===== config.mk =====
export PLATFORM = sky130hd
export DESIGN_NAME = reg_bank_8x16bits
export DESIGN_NICKNAME = d
export VERILOG_FILES = /design/src/rtl/reg_bank_8x16bits_pkg.sv /design/src/rtl/reg_bank_8x16bits_reg16.sv /design/src/rtl/reg_bank_8x16bits.sv
export SDC_FILE = /design/constraint.sdc
export NUM_CORES = 1
export LEC_CHECK = 0
export ABC_CLOCK_PERIOD_IN_PS = 4500
export BUFFER_PORTS_ARGS = -buffer_cell sky130_fd_sc_hd__buf_2
export CORE_ASPECT_RATIO = 1.75
export CORE_MARGIN = 2
export CORE_UTILIZATION = 25
export DETAILED_ROUTE_END_ITERATION = 10
export SETUP_SLACK_MARGIN = 0.05
export SLEW_MARGIN = 0
export SYNTH_ARGS = -nofsm -noshare
export SYNTH_HDL_FRONTEND = slang
export SYNTH_HIERARCHICAL = 1
export SYNTH_SLANG_ARGS = --single-unit

===== constraint.sdc =====
create_clock -name CLK -period 4.5 [get_ports CLK]
set_input_delay 1.35 -clock CLK [delete_from_list [all_inputs] [get_ports CLK]]
set_output_delay 1.35 -clock CLK [all_outputs]
set_load 0.01 [all_outputs]

===== src/rtl/reg_bank_8x16bits_pkg.sv =====
// Shared constants and types for the 8x16 register bank, its read mux
// and the CPU datapath.
package reg_bank_8x16bits_pkg;

    localparam int DATA_W   = 16;
    localparam int ADDR_W   = 3;
    localparam int NUM_REGS = 8;

    typedef logic [DATA_W-1:0] data_t;
    typedef logic [ADDR_W-1:0] addr_t;

    typedef enum logic {
        IDLE     = 1'b0,
        CLEARING = 1'b1
    } state_e;

endpackage


===== src/rtl/reg_bank_8x16bits_reg16.sv =====
// 16-bit register with synchronous reset and load enable.
module reg_16bits
    import reg_bank_8x16bits_pkg::*;
(
    input  logic  clk_i,
    input  logic  rst_i,
    input  logic  en_i,
    input  data_t d_i,
    output data_t q_o
);

    data_t q_q;

    always_ff @(posedge clk_i) begin
        if (rst_i) begin
            q_q <= '0;
        end else if (en_i) begin
            q_q <= d_i;
        end
    end

    assign q_o = q_q;

endmodule


===== src/rtl/reg_bank_8x16bits.sv =====
// Eight 16-bit registers with a single write port and a
// one-register-per-cycle clear sequence.
module reg_bank_8x16bits
    import reg_bank_8x16bits_pkg::*;
(
    input  logic        CLK,
    input  logic        RST,
    input  logic        WE,
    input  logic [2:0]  WA,
    input  logic [15:0] WD,
    input  logic        CLR,
    output logic [15:0] OUT0,
    output logic [15:0] OUT1,
    output logic [15:0] OUT2,
    output logic [15:0] OUT3,
    output logic [15:0] OUT4,
    output logic [15:0] OUT5,
    output logic [15:0] OUT6,
    output logic [15:0] OUT7,
    output logic        WACK,
    output logic        BUSY
);

    state_e              state_q, state_d;
    addr_t               cnt_q, cnt_d;
    logic                wack_q, wack_d;
    logic [NUM_REGS-1:0] ld;
    data_t               ld_data;
    data_t               q [NUM_REGS];

    always_ff @(posedge CLK) begin
        if (RST) begin
            state_q <= IDLE;
            cnt_q   <= '0;
            wack_q  <= 1'b0;
        end else begin
            state_q <= state_d;
            cnt_q   <= cnt_d;
            wack_q  <= wack_d;
        end
    end

    always_comb begin
        state_d = state_q;
        cnt_d   = cnt_q;
        unique case (state_q)
            IDLE: begin
                if (CLR) begin
                    state_d = CLEARING;
                    cnt_d   = '0;
                end
            end
            CLEARING: begin
                cnt_d = cnt_q + addr_t'(1);
                if (cnt_q == addr_t'(NUM_REGS - 1)) begin
                    state_d = IDLE;
                end
            end
            default: state_d = IDLE;
        endcase
    end

    // CLR beats WE in IDLE; during CLEARING both requests are ignored.
    always_comb begin
        ld      = '0;
        ld_data = WD;
        wack_d  = 1'b0;
        unique case (state_q)
            IDLE: begin
                if (!CLR && WE) begin
                    ld[WA] = 1'b1;
                    wack_d = 1'b1;
                end
            end
            CLEARING: begin
                ld[cnt_q] = 1'b1;
                ld_data   = '0;
            end
            default: ld = '0;
        endcase
    end

    for (genvar i = 0; i < NUM_REGS; i++) begin : g_regs
        reg_16bits u_reg (
            .clk_i (CLK),
            .rst_i (RST),
            .en_i  (ld[i]),
            .d_i   (ld_data),
            .q_o   (q[i])
        );
    end

    assign OUT0 = q[0];
    assign OUT1 = q[1];
    assign OUT2 = q[2];
    assign OUT3 = q[3];
    assign OUT4 = q[4];
    assign OUT5 = q[5];
    assign OUT6 = q[6];
    assign OUT7 = q[7];
    assign WACK = wack_q;
    assign BUSY = (state_q == CLEARING);

endmodule


Word-level counts from Yosys, hierarchy flattened
Index checks and enable logic that the tools add are counted.
W data, S select, Z words.
- bitwise gates (word level): 1
- add/sub/neg operators: 1
- reductions and logical operators: 5
- equal/unequal tests: 2
- muxes and demuxes: 13
- order comparisons: 4
- operators with widths (operator ; count):
    $mux W16 ; 1
    $pmux W8 S2 ; 1
    $lt A3 B4 Y1 const B ; 2
    $mux W8 ; 1
    $demux W1 S3 ; 2
    $ge A3 B1 Y1 const B ; 2
    $pmux W3 S2 ; 1
    $mux W1 ; 5
    $add A3 B1 Y3 const B ; 1
    $eq A3 B3 Y1 const B ; 1
    $logic_and A1 B1 Y1 ; 3
    $mux W3 ; 1
    $ne A2 B2 Y1 const B ; 1
    $pmux W1 S2 ; 1
    $reduce_or A2 Y1 ; 1
    $logic_not A1 Y1 ; 1
    $not A1 Y1 ; 1
- register bits: 133
- input port bits: 23
- output and inout bits: 130
- word-level logic and storage cells: 37

Logic depth before layout (Yosys ltp)
Gate-level depths: netlist (run 1).
- depth in word-level cells: 6
- gate-level depth with buffers: 7

Cells and area by module
The synthesis (run 1) kept the hierarchy.
- by module, submodules not included (module ; cells an instance ; seq. area each (um2) ; area each (um2) ; times used):
    reg_16bits ; 52 ; 320.3 ; 580.6 ; 8
    reg_bank_8x16bits ; 56 ; 100.1 ; 441.7 ; 1

Worst setup path before layout (run 1)
No wires, ideal clock.
- kind: input port to flip-flop
- from: input CLR
- to: register g_regs[0].u_reg.q_q[10]
- setup time: 117 ps
- data arrival time: 2565 ps
- path slack: 1818 ps
- cell stages on the path: 6
- data required time: 4383 ps
- cells stage by stage: or4b_4 -> o32ai_1 -> buf_6 -> buf_12 -> mux2i_1 -> nor2_1
- word-level cells in the longest chain between the ends: 4
- ends and longest elaborated chain (element ; RTL line ; source):
    start, declared ; reg_bank_8x16bits.sv:11 ; input logic CLR,
    $logic_not A1 Y1 ; reg_bank_8x16bits.sv:70 ; if (!CLR && WE) begin
    $logic_and A1 B1 Y1 ; reg_bank_8x16bits.sv:70 ;
    $mux W8 ; reg_bank_8x16bits.sv:70 ;
    $pmux W8 S2 ; reg_bank_8x16bits.sv:68 ; unique case (state_q)
    net ld[0] ; reg_bank_8x16bits.sv:27 ; logic [NUM_REGS-1:0] ld;
    end signal, assigned ; reg_bank_8x16bits_reg16.sv:18 ; q_q <= d_i;
    end, declared ; reg_bank_8x16bits_reg16.sv:12 ; data_t q_q;
The timed path passes the listed nets, and every way through them passes these cells.
A chain may end at the register's enable or synchronous reset.

Final worst setup path (run 1)
- from: input CLR
- to: register g_regs[6].u_reg.q_q[8]
- word-level cells in the longest chain between the ends: 4
- ends and longest elaborated chain (element ; RTL line):
    $logic_not A1 Y1 ; reg_bank_8x16bits.sv:70
    $logic_and A1 B1 Y1 ; reg_bank_8x16bits.sv:70
    $mux W8 ; reg_bank_8x16bits.sv:70
    $pmux W8 S2 ; reg_bank_8x16bits.sv:68
    net ld[6] ; reg_bank_8x16bits.sv:27
    end signal, assigned ; reg_bank_8x16bits_reg16.sv:18
    end, declared ; reg_bank_8x16bits_reg16.sv:12
The timed path passes the listed nets, and every way through them passes these cells.

==> results of run 1 <==
[flip-flops by register name, indices dropped and copies added, names as in the netlist]
name	count
BUSY	1
g_regs.u_reg/q_o	128
cnt_q	3
WACK	1
[power breakdown]
group	internal (W)	total (W)	switching, W
logic	0.0000678	0.000189	0.000121
registers	0.00120	0.00121	0.0000126
clock network	0.000940	0.00144	0.000505
total	0.00221	0.00285	0.000638
[worst paths after layout]
kind	from	to	slack, ns	cells after the start
setup / recovery	CLR	g_regs[6].u_reg/q_o[8]	1.75	6
hold reg to reg	g_regs[7].u_reg/q_o[14]	g_regs[7].u_reg/q_o[14]	0.48	2
hold / removal	g_regs[7].u_reg/q_o[14]	g_regs[7].u_reg/q_o[14]	0.48	2
setup reg to reg	BUSY	g_regs[6].u_reg/q_o[8]	2.25	6
[cells in the final DEF, fill, tap and decap left out, drive strengths merged]
master | Yosys | final
nand2b | 5 | 5
a21oi | 3 | 3
bufinv | 0 | 4
or3b | 3 | 3
or4b | 1 | 1
ha | 2 | 2
nor4b | 1 | 1
clkinv | 0 | 3
nand4bb | 1 | 1
buf | 33 | 163
mux2i | 128 | 128
a211oi | 1 | 1
o32ai | 2 | 2
or2 | 1 | 1
clkbuf | 2 | 23
clkinvlp | 0 | 1
dfxtp | 133 | 133
o22ai | 6 | 6
nor2 | 129 | 129
nand2 | 5 | 5
nor2b | 16 | 16
[stage by stage]
step | std cells | power [W] | hold WS (ns)
floorplan | 472 | 0.00136 | 0.531
global placement | 848 | 0.00143 | 0.467
detailed placement | 848 | 0.00143 | 0.475
CTS | 879 | 0.00290 | 0.491
global route | 879 | 0.00296 | 0.513
finish | 879 | 0.00285 | 0.483
[worst reg2reg max path, cell delays in order (launching register included)]
cell	delay, ns
dfxtp_1	0.29
buf_4	0.22
or4b_4	0.64
o22ai_2	0.38
buf_4	0.31
mux2i_1	0.23
nor2_1	0.05
[routing by layer]
layer	vias up	global-route usage, %	part of all wire, %
li1	1876	-	-
met1	1735	15.4	40
met2	127	24.2	53
met3	10	3.93	5.3
met4	0	5.41	1.2
met5	-	0	0
[cells by family after synthesis]
| family | synth area share (%) |
|---|---|
| AOI/OAI and AO/OA | 1.53 |
| and+or+nand+nor | 13.8 |
| DFF | 52.3 |
| muxes | 25.2 |
| buffers and inverters | 6.67 |
| adders and majority gates | 0.492 |
[layout make-up]
type	count	area (um2)	area share (%)
Sequential cell	133	2660	40.3
Multi-Input combinational cell	304	2160	32.7
Timing Repair Buffer	163	858	13.0
Clock buffer	23	458	6.94
Tap cell	248	310	4.70
Clock inverter	8	150	2.28
==> impl_metrics.json, run 1 <==
{
  "drt-total-wl_um": 14500,
  "hp-class": "flip-flop to flip-flop",
  "cts_tree": "built",
  "critPathTopFamily": "simple AND/OR/NAND/NOR gates",
  "die_x_um": 112,
  "cts_setup_buffers": 0,
  "cts_root_buffer": "clkbuf_16",
  "fin_skew_ns": 0.0118,
  "final_area_mm2": 0.00660,
  "drtAntennaViolNets": 0,
  "vias": 3748,
  "start_util_pct": 25.3,
  "p_leak_nw": 2.79,
  "drtIter0Drc": 151,
  "via_per_inst": 4.26,
  "ys.warnings.count": 6,
  "status": "complete, no violations",
  "layout.nets": 644,
  "dp_hpwl_um": 10200,
  "cts_buffers": 17,
  "grt_pass1_wl_um": 21500,
  "grt_max_degree": 77,
  "synth_edf_count": 0,
  "irDropWorstVdd_mv": 0.266,
  "area_growth_pct": 29.7,
  "layout-drive-gt1-share_pct": 31.9,
  "yosysUniqueCellTypes": 22,
  "required_ns": 4.79,
  "cp_slowest_cell": "or4b_4",
  "dpl-instance-area_mm2": 0.00599,
  "drv_cap": 0,
  "routedWlPerCell_um": 16.5,
  "syn_area_mm2": 0.00509,
  "grtUsageTotal_pct": 13.7,
  "fin_tns_setup_ns": 0,
  "fin_crit_ns": 2.75,
  "cts_resized": 0,
  "antenna_cells": 0,
  "pwr_density_cell_mw_per_mm2": 431,
  "postSynthCellCount": 472,
  "slowest_delay_ns": 0.58,
  "gp_congestion": 0.744,
  "fin_ws_ns": 1.75,
  "clk_pin_slew_ns": 0.06,
  "ys_seq_area_share_pct": 52.3,
  "finalHoldViolations": 0,
  "die_y_um": 193,
  "syn_avg_cell_area_um2": 10.8,
  "cp_num_buf_inv": 2,
  "fill_cells": 2086,
  "ioPinCount": 153,
  "final_max_slew_viol_count": 0,
  "synth.most_common_cell": "dfxtp_1",
  "drc": 0,
  "antenna_found_initial": 1,
  "rsz0062_at_grt": "no",
  "port_buffers": 152,
  "synth_top_area_share_pct": 52.3,
  "die-area_mm2": 0.0215,
  "fp.coreArea_mm2": 0.0201,
  "criticalPathCategory": "primary input to flip-flop",
  "max_freq_ghz": 0.363,
  "cp_data_arrival_time_ns": 3.04,
  "final_core_util_pct": 32.8,
  "worstSetupEndpointType": "flip-flop",
  "cp-start-kind": "primary input",
  "synthArstFlopShare_pct": 0,
  "path_max_fanout": 10,
  "slew-limit-headroom_pct": 28.7,
  "firstDrtPassIters": 4,
  "setup_viol": 0,
  "min_period_over_period_pct": 61.1,
  "ys.flop_type": "dfxtp_1",
  "grt_pass1_vias": 3448,
  "synth_top_cell_by_area": "dfxtp_1",
  "dp_slack_ns": 1.32,
  "cts_hold_buf": 0,
  "overflow": 0,
  "synth_fp_nets": 497,
  "row_count": 69,
  "cts_num_sinks": 133,
  "yosys-top-cells-count": "dfxtp_1 (133), nor2_1 (129), mux2i_1 (128)",
  "ys_top_cells_by_area": "dfxtp_1 (52%), mux2i_1 (25%), nor2_1 (9.5%)",
  "tightestPinTransition_ns": 1.07,
  "clock_path_buffers": 2,
  "ys_seq_elements": 133,
  "path_cells": "buf_2, or4b_4, o22ai_2, buf_4, mux2i_1, nor2_1",
  "clk_latency_ns": 0.42,
  "htreeDepth": 4
}
(Power assumes the default switching activity.)
==> inputs of run 2 (changes only) <==
--- a/config.mk
+++ b/config.mk
@@ -5,7 +5,7 @@
 export SDC_FILE = /design/constraint.sdc
 export NUM_CORES = 1
 export LEC_CHECK = 0
-export ABC_CLOCK_PERIOD_IN_PS = 4500
+export ABC_CLOCK_PERIOD_IN_PS = 2800
 export BUFFER_PORTS_ARGS = -buffer_cell sky130_fd_sc_hd__buf_2
 export CORE_ASPECT_RATIO = 1.75
 export CORE_MARGIN = 2
==> constraint.sdc (replaced) <==
create_clock -name CLK -period 2.8 [get_ports CLK]
set_input_delay 0.84 -clock CLK [delete_from_list [all_inputs] [get_ports CLK]]
set_output_delay 0.84 -clock CLK [all_outputs]
set_load 0.01 [all_outputs]
==> impl_metrics.json, run 2 (synthesized netlist as in run 1, its figures left out) <==
{
  "setup_viol": 0,
  "cts_num_sinks": 133,
  "cts_setup_buffers": 0,
  "cp_num_buf_inv": 2,
  "fin_crit_ns": 2.18,
  "multiInputGateArea_mm2": 0.00216,
  "criticalPathCategory": "flip-flop to output port",
  "final_common_cell": "buf_2",
  "grt_max_degree": 65,
  "routedWlPerCell_um": 16.3,
  "htreeDepth": 4,
  "fill_cells": 2083,
  "largest_reg_flops": 128,
  "drt-total-wl_um": 14600,
  "worstSetupEndpointType": "output port",
  "row_count": 69,
  "antenna_cells": 0,
  "dp_slack_ns": 0.449,
  "cts_tree": "built",
  "cts_hold_buf": 0,
  "regArea_mm2": 0.00266,
  "clock_path_buffers": 2,
  "antenna_found_initial": 1,
  "gp_congestion": 0.730,
  "fin_ws_ns": 0.616,
  "min_period_over_period_pct": 78.0,
  "drc": 0,
  "cp-start-kind": "flip-flop",
  "required_ns": 1.96,
  "clk_latency_ns": 0.42,
  "layout-drive-gt1-share_pct": 34.1,
  "die_x_um": 112,
  "status": "complete, no violations",
  "layout.nets": 657,
  "cp_data_arrival_time_ns": 1.34,
  "port_buffers": 152,
  "drtIter0Drc": 175,
  "critPathTopFamily": "flip-flops",
  "final_area_mm2": 0.00680,
  "fp.coreArea_mm2": 0.0201,
  "final_max_slew_viol_count": 0,
  "cp_slowest_cell": "dfxtp_1",
  "path_max_fanout": 13,
  "fin_cells": 893,
  "drv_cap": 0,
  "die_y_um": 193,
  "clk_pin_slew_ns": 0.06,
  "fin_skew_ns": 0.00956,
  "fin_tns_setup_ns": 0,
  "finalHoldViolations": 0,
  "p_leak_nw": 2.89,
  "grt_pass1_wl_um": 21400,
  "firstDrtPassIters": 4,
  "grtUsageTotal_pct": 13.4,
  "hp-class": "flip-flop to flip-flop",
  "mostFrequentLayoutCells": "buf_2 (151), dfxtp_1 (133), nor2_1 (129), mux2i_1 (128), buf_4 (19)",
  "max_freq_ghz": 0.458,
  "place_inst": 861,
  "drtAntennaViolNets": 0,
  "ioPinCount": 153,
  "path_cells": "buf_4, buf_2",
  "tightestPinTransition_ns": 1.04,
  "die-area_mm2": 0.0215,
  "cts_buffers": 17,
  "dp_hpwl_um": 10500,
  "vias": 3838,
  "slew-limit-headroom_pct": 30.6,
  "cts_root_buffer": "clkbuf_16",
  "dpl-instance-area_mm2": 0.00615,
  "cts_resized": 0,
  "area_growth_pct": 33.7,
  "grt_pass1_vias": 3587,
  "via_per_inst": 4.30,
  "final_core_util_pct": 33.8,
  "irDropWorstVdd_mv": 0.422,
  "pwr_density_cell_mw_per_mm2": 686,
  "overflow": 0,
  "start_util_pct": 25.3,
  "slowest_delay_ns": 0.54,
  "rsz0062_at_grt": "no"
}
## run 2: changes by cell type in the layout (fill, tap and decap cells not counted), sizes merged
cell	previous run	this run
clkinv	3	1
bufinv	4	3
clkinvlp	1	3
inv	0	2
buf	163	176
## run 2: final cells by class
cell class,instances,area share (%)
clock buffer,23,7.47
multi-input combinational,304,31.8
sequential,133,39.2
clock inverter,9,2.04
timing repair buffer,176,15.0
tap,248,4.56
## run 2: metal layers
layer	vias up	wire length [um]	track usage, %
li1	1898	-	-
met4	2	199	4.56
met5	-	13	0
met3	13	677	3.93
met1	1806	5900	14.8
met2	119	7780	24.5
## run 2: worst min-delay path, stage by stage (launching register included)
cell,delay (ns)
dfxtp_1,0.32
mux2i_1,0.06
nor2_1,0.07
## run 2: worst paths after layout
check,slack [ns],depth (start not counted),start,endpoint
setup reg to reg,0.96,5,BUSY,g_regs[4].u_reg/q_o[6]
hold reg to reg,0.49,2,g_regs[7].u_reg/q_o[3],g_regs[7].u_reg/q_o[3]
setup / recovery,0.62,2,BUSY,BUSY
hold / removal,0.49,2,g_regs[7].u_reg/q_o[3],g_regs[7].u_reg/q_o[3]
## run 2: metrics by stage
step                hold WS [ns]  power, W
finish                     0.485   0.00466
CTS                        0.493   0.00475
global placement           0.466   0.00233
detailed placement         0.478   0.00233
global route               0.512   0.00484
floorplan                  0.531   0.00218
## run 2: power by group
part	switching, W	internal, W
Sequential	0.0000209	0.00193
Combinational	0.000199	0.000130
Clock	0.000835	0.00155
